### src/rtl/counter_sequencer.sv
// counter_sequencer
//   Control-side partner of the 3-bit load/enable/up-down drink-timing
//   counter. It latches a brew preset chosen by sel, loads it into the
//   counter, issues one count-down enable per prescaled tick, and pulses
//   done when the brew completes. Abort reloads the counter with 0 and
//   returns to idle without a done pulse. Pause freezes the prescaler and
//   closes the valve until it is released.
//
// Ports
//   Counter_clock      in   system clock, rising edge
//   Counter_rst_n      in   asynchronous active-low reset
//   start              in   brew request (level, only acted on in IDLE)
//   abort              in   cancel current brew (highest priority)
//   pause              in   hold timing while high
//   sel[1:0]           in   drink select, 2'b11 reserved
//   Counter_LD         out  counter load strobe
//   Counter_EN         out  counter count enable
//   Counter_UD         out  counter direction, 1 = down
//   Counter_pre_value  out  value loaded while Counter_LD=1
//   Counter_cnt_value  in   current counter value
//   busy               out  sequencer not idle
//   valve_on           out  brew valve drive
//   done               out  one-cycle completion pulse
//   err                out  one-cycle pulse on start with sel=11
module counter_sequencer #(
  parameter int TICK_DIV = 50000000,
  parameter int PRESET0  = 3,
  parameter int PRESET1  = 5,
  parameter int PRESET2  = 7
) (
  input  logic       Counter_clock,
  input  logic       Counter_rst_n,
  input  logic       start,
  input  logic       abort,
  input  logic       pause,
  input  logic [1:0] sel,
  output logic       Counter_LD,
  output logic       Counter_EN,
  output logic       Counter_UD,
  output logic [2:0] Counter_pre_value,
  input  logic [2:0] Counter_cnt_value,
  output logic       busy,
  output logic       valve_on,
  output logic       done,
  output logic       err
);

  localparam int              PW        = $clog2(TICK_DIV);
  localparam logic [PW-1:0]   TICK_LAST = PW'(TICK_DIV - 1);
  localparam logic [2:0]      P0        = 3'(PRESET0);
  localparam logic [2:0]      P1        = 3'(PRESET1);
  localparam logic [2:0]      P2        = 3'(PRESET2);

  typedef enum logic [2:0] {
    S_IDLE, S_LOAD, S_RUN, S_HOLD, S_CLEAR, S_DONE
  } state_t;

  state_t        state_q, state_d;
  logic [PW-1:0] presc_q, presc_d;
  logic [2:0]    preset_q, preset_d;
  logic          err_q, err_d;
  logic          tick;

  assign tick = (presc_q == TICK_LAST);

  always_ff @(posedge Counter_clock or negedge Counter_rst_n) begin
    if (!Counter_rst_n) begin
      state_q  <= S_IDLE;
      presc_q  <= '0;
      preset_q <= '0;
      err_q    <= 1'b0;
    end else begin
      state_q  <= state_d;
      presc_q  <= presc_d;
      preset_q <= preset_d;
      err_q    <= err_d;
    end
  end

  // Next state. abort > pause > start/tick on every edge.
  always_comb begin
    state_d  = state_q;
    presc_d  = presc_q;
    preset_d = preset_q;
    err_d    = 1'b0;
    unique case (state_q)
      S_IDLE: begin
        presc_d = '0;
        if (!abort && start) begin
          if (sel == 2'b11) begin
            err_d = 1'b1;
          end else begin
            state_d = S_LOAD;
            unique case (sel)
              2'b00:   preset_d = P0;
              2'b01:   preset_d = P1;
              default: preset_d = P2;
            endcase
          end
        end
      end
      S_LOAD: begin
        presc_d = '0;
        state_d = abort ? S_CLEAR : S_RUN;
      end
      S_RUN: begin
        // The RUN cycle is always consumed, even on the edge that enters
        // HOLD; otherwise a pause landing on a tick cycle would replay that
        // tick after resume and decrement twice.
        presc_d = tick ? '0 : presc_q + 1'b1;
        if (abort)
          state_d = S_CLEAR;
        else if (pause)
          state_d = S_HOLD;
        // The enable issued while the count reads 1 empties the counter,
        // so finish on that edge rather than one cycle later.
        else if (Counter_cnt_value == 3'd0 ||
                 (tick && Counter_cnt_value == 3'd1))
          state_d = S_DONE;
      end
      S_HOLD: begin
        if (abort)
          state_d = S_CLEAR;
        else if (!pause)
          state_d = S_RUN;
      end
      S_CLEAR: begin
        presc_d = '0;
        state_d = S_IDLE;
      end
      S_DONE: begin
        presc_d = '0;
        state_d = S_IDLE;
      end
      default: begin
        presc_d = '0;
        state_d = S_IDLE;
      end
    endcase
  end

  // Outputs decoded from registered state/prescaler only; Counter_EN also
  // looks at the live count so it never underflows the counter.
  always_comb begin
    Counter_LD        = 1'b0;
    Counter_EN        = 1'b0;
    Counter_UD        = 1'b0;
    Counter_pre_value = 3'd0;
    valve_on          = 1'b0;
    done              = 1'b0;
    busy              = (state_q != S_IDLE);
    err               = err_q;
    unique case (state_q)
      S_LOAD: begin
        Counter_LD        = 1'b1;
        Counter_pre_value = preset_q;
      end
      S_RUN: begin
        Counter_UD = 1'b1;
        valve_on   = 1'b1;
        Counter_EN = tick && (Counter_cnt_value != 3'd0);
      end
      S_HOLD:  Counter_UD = 1'b1;
      S_CLEAR: Counter_LD = 1'b1;
      S_DONE:  done       = 1'b1;
      default: ;
    endcase
  end

endmodule

### config.mk
export PLATFORM = sky130hd
export DESIGN_NAME = counter_sequencer
export DESIGN_NICKNAME = d
export VERILOG_FILES = /design/src/rtl/counter_sequencer.sv
export SDC_FILE = /design/constraint.sdc
export NUM_CORES = 1
export LEC_CHECK = 0
export ABC_AREA = 0
export BUFFER_PORTS_ARGS = -buffer_cell sky130_fd_sc_hd__buf_2
export CORE_ASPECT_RATIO = 1.1
export CORE_MARGIN = 1
export CORE_UTILIZATION = 58
export DETAILED_ROUTE_END_ITERATION = 10
export PLACE_DENSITY = 0.89
export REMOVE_ABC_BUFFERS = 1
export SETUP_SLACK_MARGIN = 0.4
export SYNTH_ARGS = -nofsm -noshare
export SYNTH_HDL_FRONTEND = slang
export SYNTH_SLANG_ARGS = --single-unit
### constraint.sdc
create_clock -name Counter_clock -period 2.7 [get_ports Counter_clock]
set_clock_uncertainty 0.1 [all_clocks]
set_input_delay 0.54 -clock Counter_clock [delete_from_list [all_inputs] [get_ports Counter_clock]]
set_output_delay 0.54 -clock Counter_clock [all_outputs]
set_load 0.02 [all_outputs]
==> reports/metrics.yaml, run 1 <==
pin_count: 20
ir_drop_uv: 400.5
cts_sinks: 33
criticalPathCategory: "reg -> out"
end_kind: "output pin"
whs_ns: 0.1209
slew_headroom_pct: 50.68
crit_start: "presc_q[8]"
synthTopCellsByArea: "dfrtp_1 (43%), a31oi_1 (6.3%), a21oi_1 (4.7%)"
combinationalPowerShare_pct: 20.3
crit_path_start_kind: "register"
ys_seq_elements: 33
leakagePower_nw: 0.9531
internal_power_uw: 696.7
dp_hpwl_um: 2831
place_area_um2: 1992
worst_pin_slew_ns: 0.7341
synth.largest_area_cell: "dfrtp_1"
firstDrtPassIters: 4
routed_via_density: 6.585
die_area_um2: 3512
synth.top_cell.area_share_pct: 43.42
status: "finished clean"
p_seq_share_pct: 52.8
yosysUniqueCellTypes: 44
fin_crit_ns: 2.363
grt_usage_pct: 27.14
syn2layout_area_growth_pct: 12.76
final.setup.tns_ns: 0
ant_nets: 0
tritoncts: "yes"
cts_root_buf: "clkbuf_4"
ctsHtreeMaxLevel: 2
first_global_vias: 1599
fmax_mhz: 423.2
nets: 248
wirelength_um: 4432
syn_inst: 214
overflow: 0
clkLatencyLatePin_ns: 0.36
antenna_found_initial: 0
swShare_pct: 32.25
p_switching_uw: 331.7
arrival_ns: 1.72
drc: 0
pwr_density_cell_nw_per_um2: 479.5
io_buffers: 19
clockPowerShare_pct: 26.9
cts.clk_slew.worst_paths_ns: 0.11
yosys_warnings: 0
crit_chain: "nor4b_2, nand4_1, nor4_2, buf_2"
rsz0062_at_grt: "yes"
dieWidth_um: 56.60
report.final.slew_viol_count: 0
syn_area_um2: 1902
vias: 1791
cts_hold_buf: 0
row_count: 21
syn_avg_cell_area_um2: 8.887
holdCritPathClass: "in -> async"
start_util_pct: 61.86
finalInstanceArea_um2: 2145
rr_startpoint: "presc_q[8]"
cts_buffers: 5
ctsLongestPathBuffers: 2
antenna_cells: 0
wl_per_cell_um: 16.29
core_um2: 3074
first_iter_violations: 139
fillCellCount: 239
worst_path_largest_cell_delay_ns: 0.44
async_flop_share_pct: 100.0
post-route-period-util_pct: 87.52
seq_area_frac_synth_pct: 43.42
r2r_setup_slack_ns: 0.60
crit_fanout: 2
cp_data_required_time_ns: 2.06
finalSetupViolCount: 0
grt_max_degree: 34
fin_util_pct: 69.76
drive_gt1_share_pct: 22.27
grt_pass1_wl_um: 7169
r2r_cells: 7
die_y_um: 62.06
synthFlopType: "dfrtp_1"
drv_cap: 0
gp_congestion: 0.7745
worst_path_max_delay_cell: "dfrtp_2"
worstReg2RegEnd: "presc_q[20]"
synth_edf_count: 0
finalPower_mw: 1.028
hold_viol_final: 0
==> what timing repair did <==
| item | 4_1_cts | 5_1_grt |
|---|---|---|
| endpoints found under the setup margin | 1 | 17 |
| resized for setup | 10 | 2 |
| hold endpoints to repair | 0 | 0 |
| pin swaps | 4 | 0 |
| setup buffers | 8 | 0 |
==> synth_stat cells (3+ instances only) <==
master	number
inv_1	3
nand4_1	6
and2_1	9
nand3_1	12
nor3_1	7
clkbuf_1	7
buf_2	3
nand2_1	19
dfrtp_1	33
and3_1	8
nand2b_1	3
buf_6	3
a41oi_1	5
nor2_1	14
a21oi_1	18
o21ai_0	9
a31oi_1	19
==> how the worst max path moves through the flow <==
stage / end / slack [ns] / cells past startpoint
floorplan: presc_q[19] / 0.39 / 6
global placement: Counter_EN / 0.53 / 4
detailed placement: presc_q[15] / 0.46 / 7
CTS: Counter_EN / 0.34 / 4
global route: Counter_EN / 0.27 / 4
finish: Counter_EN / 0.34 / 4
==> worst max-delay path, delay by kind of cell, from the launching register on <==
| kind | cells | cell delay, ns |
|---|---|---|
| flip-flops | 1 | 0.44 |
| buffers and inverters | 1 | 0.20 |
| AND/OR/NAND/NOR | 3 | 0.74 |
==> power groups by stage <==
stage	clock network, mW	logic (mW)	registers (mW)
4_1_cts	0.278	0.208	0.542
3_5_place_dp	0	0.201	0.553
5_1_grt	0.305	0.231	0.548
3_3_place_gp	0	0.196	0.552
2_1_floorplan	0	0.129	0.546
6_report	0.277	0.209	0.543
==> routing by layer <==
layer  up-vias  track usage (%)  routed length [um]
met5         -                0                   0
met4         0            14.63                 116
met3        15            6.832                 299
met2        84            41.51                2072
met1       837            36.07                1943
li1        855                -                   -
==> stage by stage <==
| stage | setup WS [ns] | instances |
|---|---|---|
| floorplan | 0.3933 | 200 |
| global placement | 0.5316 | 256 |
| detailed placement | 0.4563 | 256 |
| CTS | 0.3373 | 272 |
| global route | 0.2689 | 272 |
| finish | 0.3370 | 272 |
==> sequential cells by signal (all words and copies together), names as in the netlist <==
signal	count
presc_q	26
preset_q	3
state_q	3
err	1
==> final cells by class <==
cell class                 instances  area [um2]  share of cell area (%)
timing repair buffer              30       190.2                   8.868
sequential                        33       830.8                   38.74
inverter                           3       11.26                  0.5251
clock buffer                       6       41.29                   1.925
clock inverter                     2       10.01                  0.4667
tap                               34       42.54                   1.984
multi-input combinational        164        1018                   47.49
==> cell families after synthesis <==
kind of cell / Yosys count / share of synthesized area (%)
compound gates: 62 / 20.53
xor+xnor: 2 / 0.9212
fa+ha+maj: 1 / 0.6578
buf+inv: 17 / 4.934
flops: 33 / 43.42
mux: 3 / 1.645
simple gates: 96 / 27.90
==> cells in the final DEF, fill, tap and decap left out, types with 6 or more instances in the layout <==
cell      n
a21oi_1  18
a31oi_1  19
and2_1    9
and3_1    7
buf_2    19
buf_4    10
dfrtp_1  29
nand2_1  19
nand3_1  12
nand4_1   6
nor2_1   14
nor3_1    7
o21ai_0   9
(Power assumes the default switching activity.)
==> run 2: changes to the inputs <==
==> constraint.sdc (replaced) <==
create_clock -name Counter_clock -period 2.7 [get_ports Counter_clock]
set_clock_uncertainty 0.1 [all_clocks]
set_input_delay 0.135 -clock Counter_clock [delete_from_list [all_inputs] [get_ports Counter_clock]]
set_output_delay 0.135 -clock Counter_clock [all_outputs]
set_load 0.02 [all_outputs]
==> run 2 against run 1 <==
  * Clock power rose by 43%
  * Power rose by 12%
  * Hold slack got worse by 0.094 ns
  * Routed wire length fell by 3.1%
  * Register-to-register slack barely moved
  * Cell count fell by 1.8%
  * Critical path depth rose by 1
  * Clock-buffer cell count rose by 1
  * Maximum frequency rose by 9.5%
  * First-iteration DRC count fell by 48%
  * Sequential share of layout area rose by 0.36 points
  * Largest cell class unchanged
  * Highest routed layer unchanged
  * Die area did not move
==> reports/metrics.yaml, run 2 (synthesized netlist as in run 1, its figures left out) <==
end_kind: "output pin"
wl_per_cell_um: 16.08
grt_pass1_wl_um: 6610
worst_pin_slew_ns: 0.7406
gp_congestion: 0.8110
io_buffers: 19
regArea_um2: 825.8
cts_buffers: 5
r2r_setup_slack_ns: 0.59
cts_sinks: 33
core_um2: 3074
die_y_um: 62.06
tritoncts: "yes"
ctsHtreeMaxLevel: 2
finalSetupViolCount: 0
drive_gt1_share_pct: 14.16
wirelength_um: 4294
criticalPathCategory: "reg -> out"
clkLatencyLatePin_ns: 0.35
met3_length_um: 329
row_count: 21
r2r_cells: 7
layout_common_cells: "dfrtp_1 (33), nand2_1 (19), a31oi_1 (19), buf_2 (19), a21oi_1 (18)"
final.setup.tns_ns: 0
cts_hold_buf: 5
report.final.slew_viol_count: 0
cts_root_buf: "clkbuf_4"
wl_met2_um: 2012
grt_max_degree: 48
dp_hpwl_um: 2710
biggestRegsByFlops: "presc_q (26), preset_q (3), state_q (3)"
nets: 243
dieWidth_um: 56.60
largest_reg_flops: 26
antenna_cells: 0
fin_crit_ns: 2.158
worstReg2RegEnd: "presc_q[21]"
holdCritPathClass: "in -> reg"
first_iter_violations: 72
start_util_pct: 61.86
post-route-period-util_pct: 79.93
vias: 1796
grt_usage_pct: 25.35
status: "finished clean"
place_area_um2: 1977
hold_viol_final: 0
post_cts_buffers: 0
min_delay_path_depth: 4
finalInstanceArea_um2: 2112
drc: 0
ir_drop_uv: 594.1
regMostFlops: "presc_q"
fillCellCount: 235
slew_headroom_pct: 50.62
fmax_mhz: 463.3
multi_input_area_um2: 982.2
wirelength_met1_um: 1885
antenna_found_initial: 0
ant_nets: 0
firstDrtPassIters: 5
rsz0062_at_grt: "no"
rr_startpoint: "presc_q[0]"
routed_via_density: 6.727
layout_commonest_cell: "dfrtp_1"
cp_data_required_time_ns: 2.47
top_layer_used: "met4"
arrival_ns: 1.92
min_from: "Counter_cnt_value[2]"
ctsLongestPathBuffers: 2
min_to: "state_q[0]"
cts.clk_slew.worst_paths_ns: 0.10
pin_count: 20
crit_path_start_kind: "register"
pwr_density_cell_nw_per_um2: 546.9
leakagePower_nw: 0.9346
drv_cap: 0
cts_resized: 0
syn2layout_area_growth_pct: 11.05
overflow: 0
die_area_um2: 3512
first_global_vias: 1452
fin_util_pct: 68.70
crit_fanout: 5
run 2: cell count changes in the layout (fill, tap and decap cells not counted), moves of 2 or more:
cell,previous run,this run
buf_4,10,0
dlygate4sd3_1,0,5
dfrtp_1,29,33
dfrtp_2,4,0
clkinv_2,2,0
nor4b_1,0,2
nor4b_2,2,0
run 2: cell type report:
| class | instances | share of cell area [%] |
|---|---|---|
| multi-input cells | 164 | 46.50 |
| repair buffers | 25 | 7.820 |
| inverters | 3 | 0.5332 |
| clock inverters | 1 | 1.422 |
| clock buffers | 7 | 2.607 |
| well taps | 34 | 2.014 |
| flip-flops and latches | 33 | 39.10 |
run 2: how the worst max path moves through the flow:
stage	slack (ns)	to	cells after the start	from
detailed placement	0.61	presc_q[21]	7	presc_q[0]
finish	0.54	Counter_EN	5	presc_q[0]
global route	0.43	Counter_EN	5	presc_q[0]
CTS	0.56	Counter_EN	5	presc_q[0]
global placement	0.69	presc_q[21]	7	presc_q[0]
floorplan	0.39	presc_q[19]	6	presc_q[0]
run 2: through the flow:
stage / total power, mW / std cells / hold slack [ns] / setup WS (ns)
finish: 1.155 / 267 / 0.02674 / 0.5418
CTS: 1.152 / 267 / 0.01540 / 0.5552
global placement: 0.7422 / 254 / 0.1231 / 0.6876
floorplan: 0.6751 / 200 / -0.2606 / 0.3933
detailed placement: 0.7486 / 254 / 0.1344 / 0.6084
global route: 1.209 / 267 / 0.02297 / 0.4318
run 2: worst max-delay path: stages (launching register included):
cell	delay (ns)
dfrtp_1	0.41
ha_1	0.19
and3_1	0.25
nand4_2	0.18
nor4_1	0.33
buf_2	0.22
run 2: per-layer routing:
metal | vias to the layer above | global-route usage (%)
li1 | 837 | -
met5 | - | 0
met2 | 86 | 39.16
met4 | 0 | 13.59
met1 | 866 | 33.07
met3 | 7 | 7.039
run 2: where the power goes:
group | internal, mW | leakage (nW) | switching, mW | total, mW
Combinational | 0.0854 | 0.441 | 0.130 | 0.215
Sequential | 0.515 | 0.448 | 0.0294 | 0.545
Clock | 0.221 | 0.0455 | 0.174 | 0.395
Total | 0.822 | 0.935 | 0.333 | 1.16
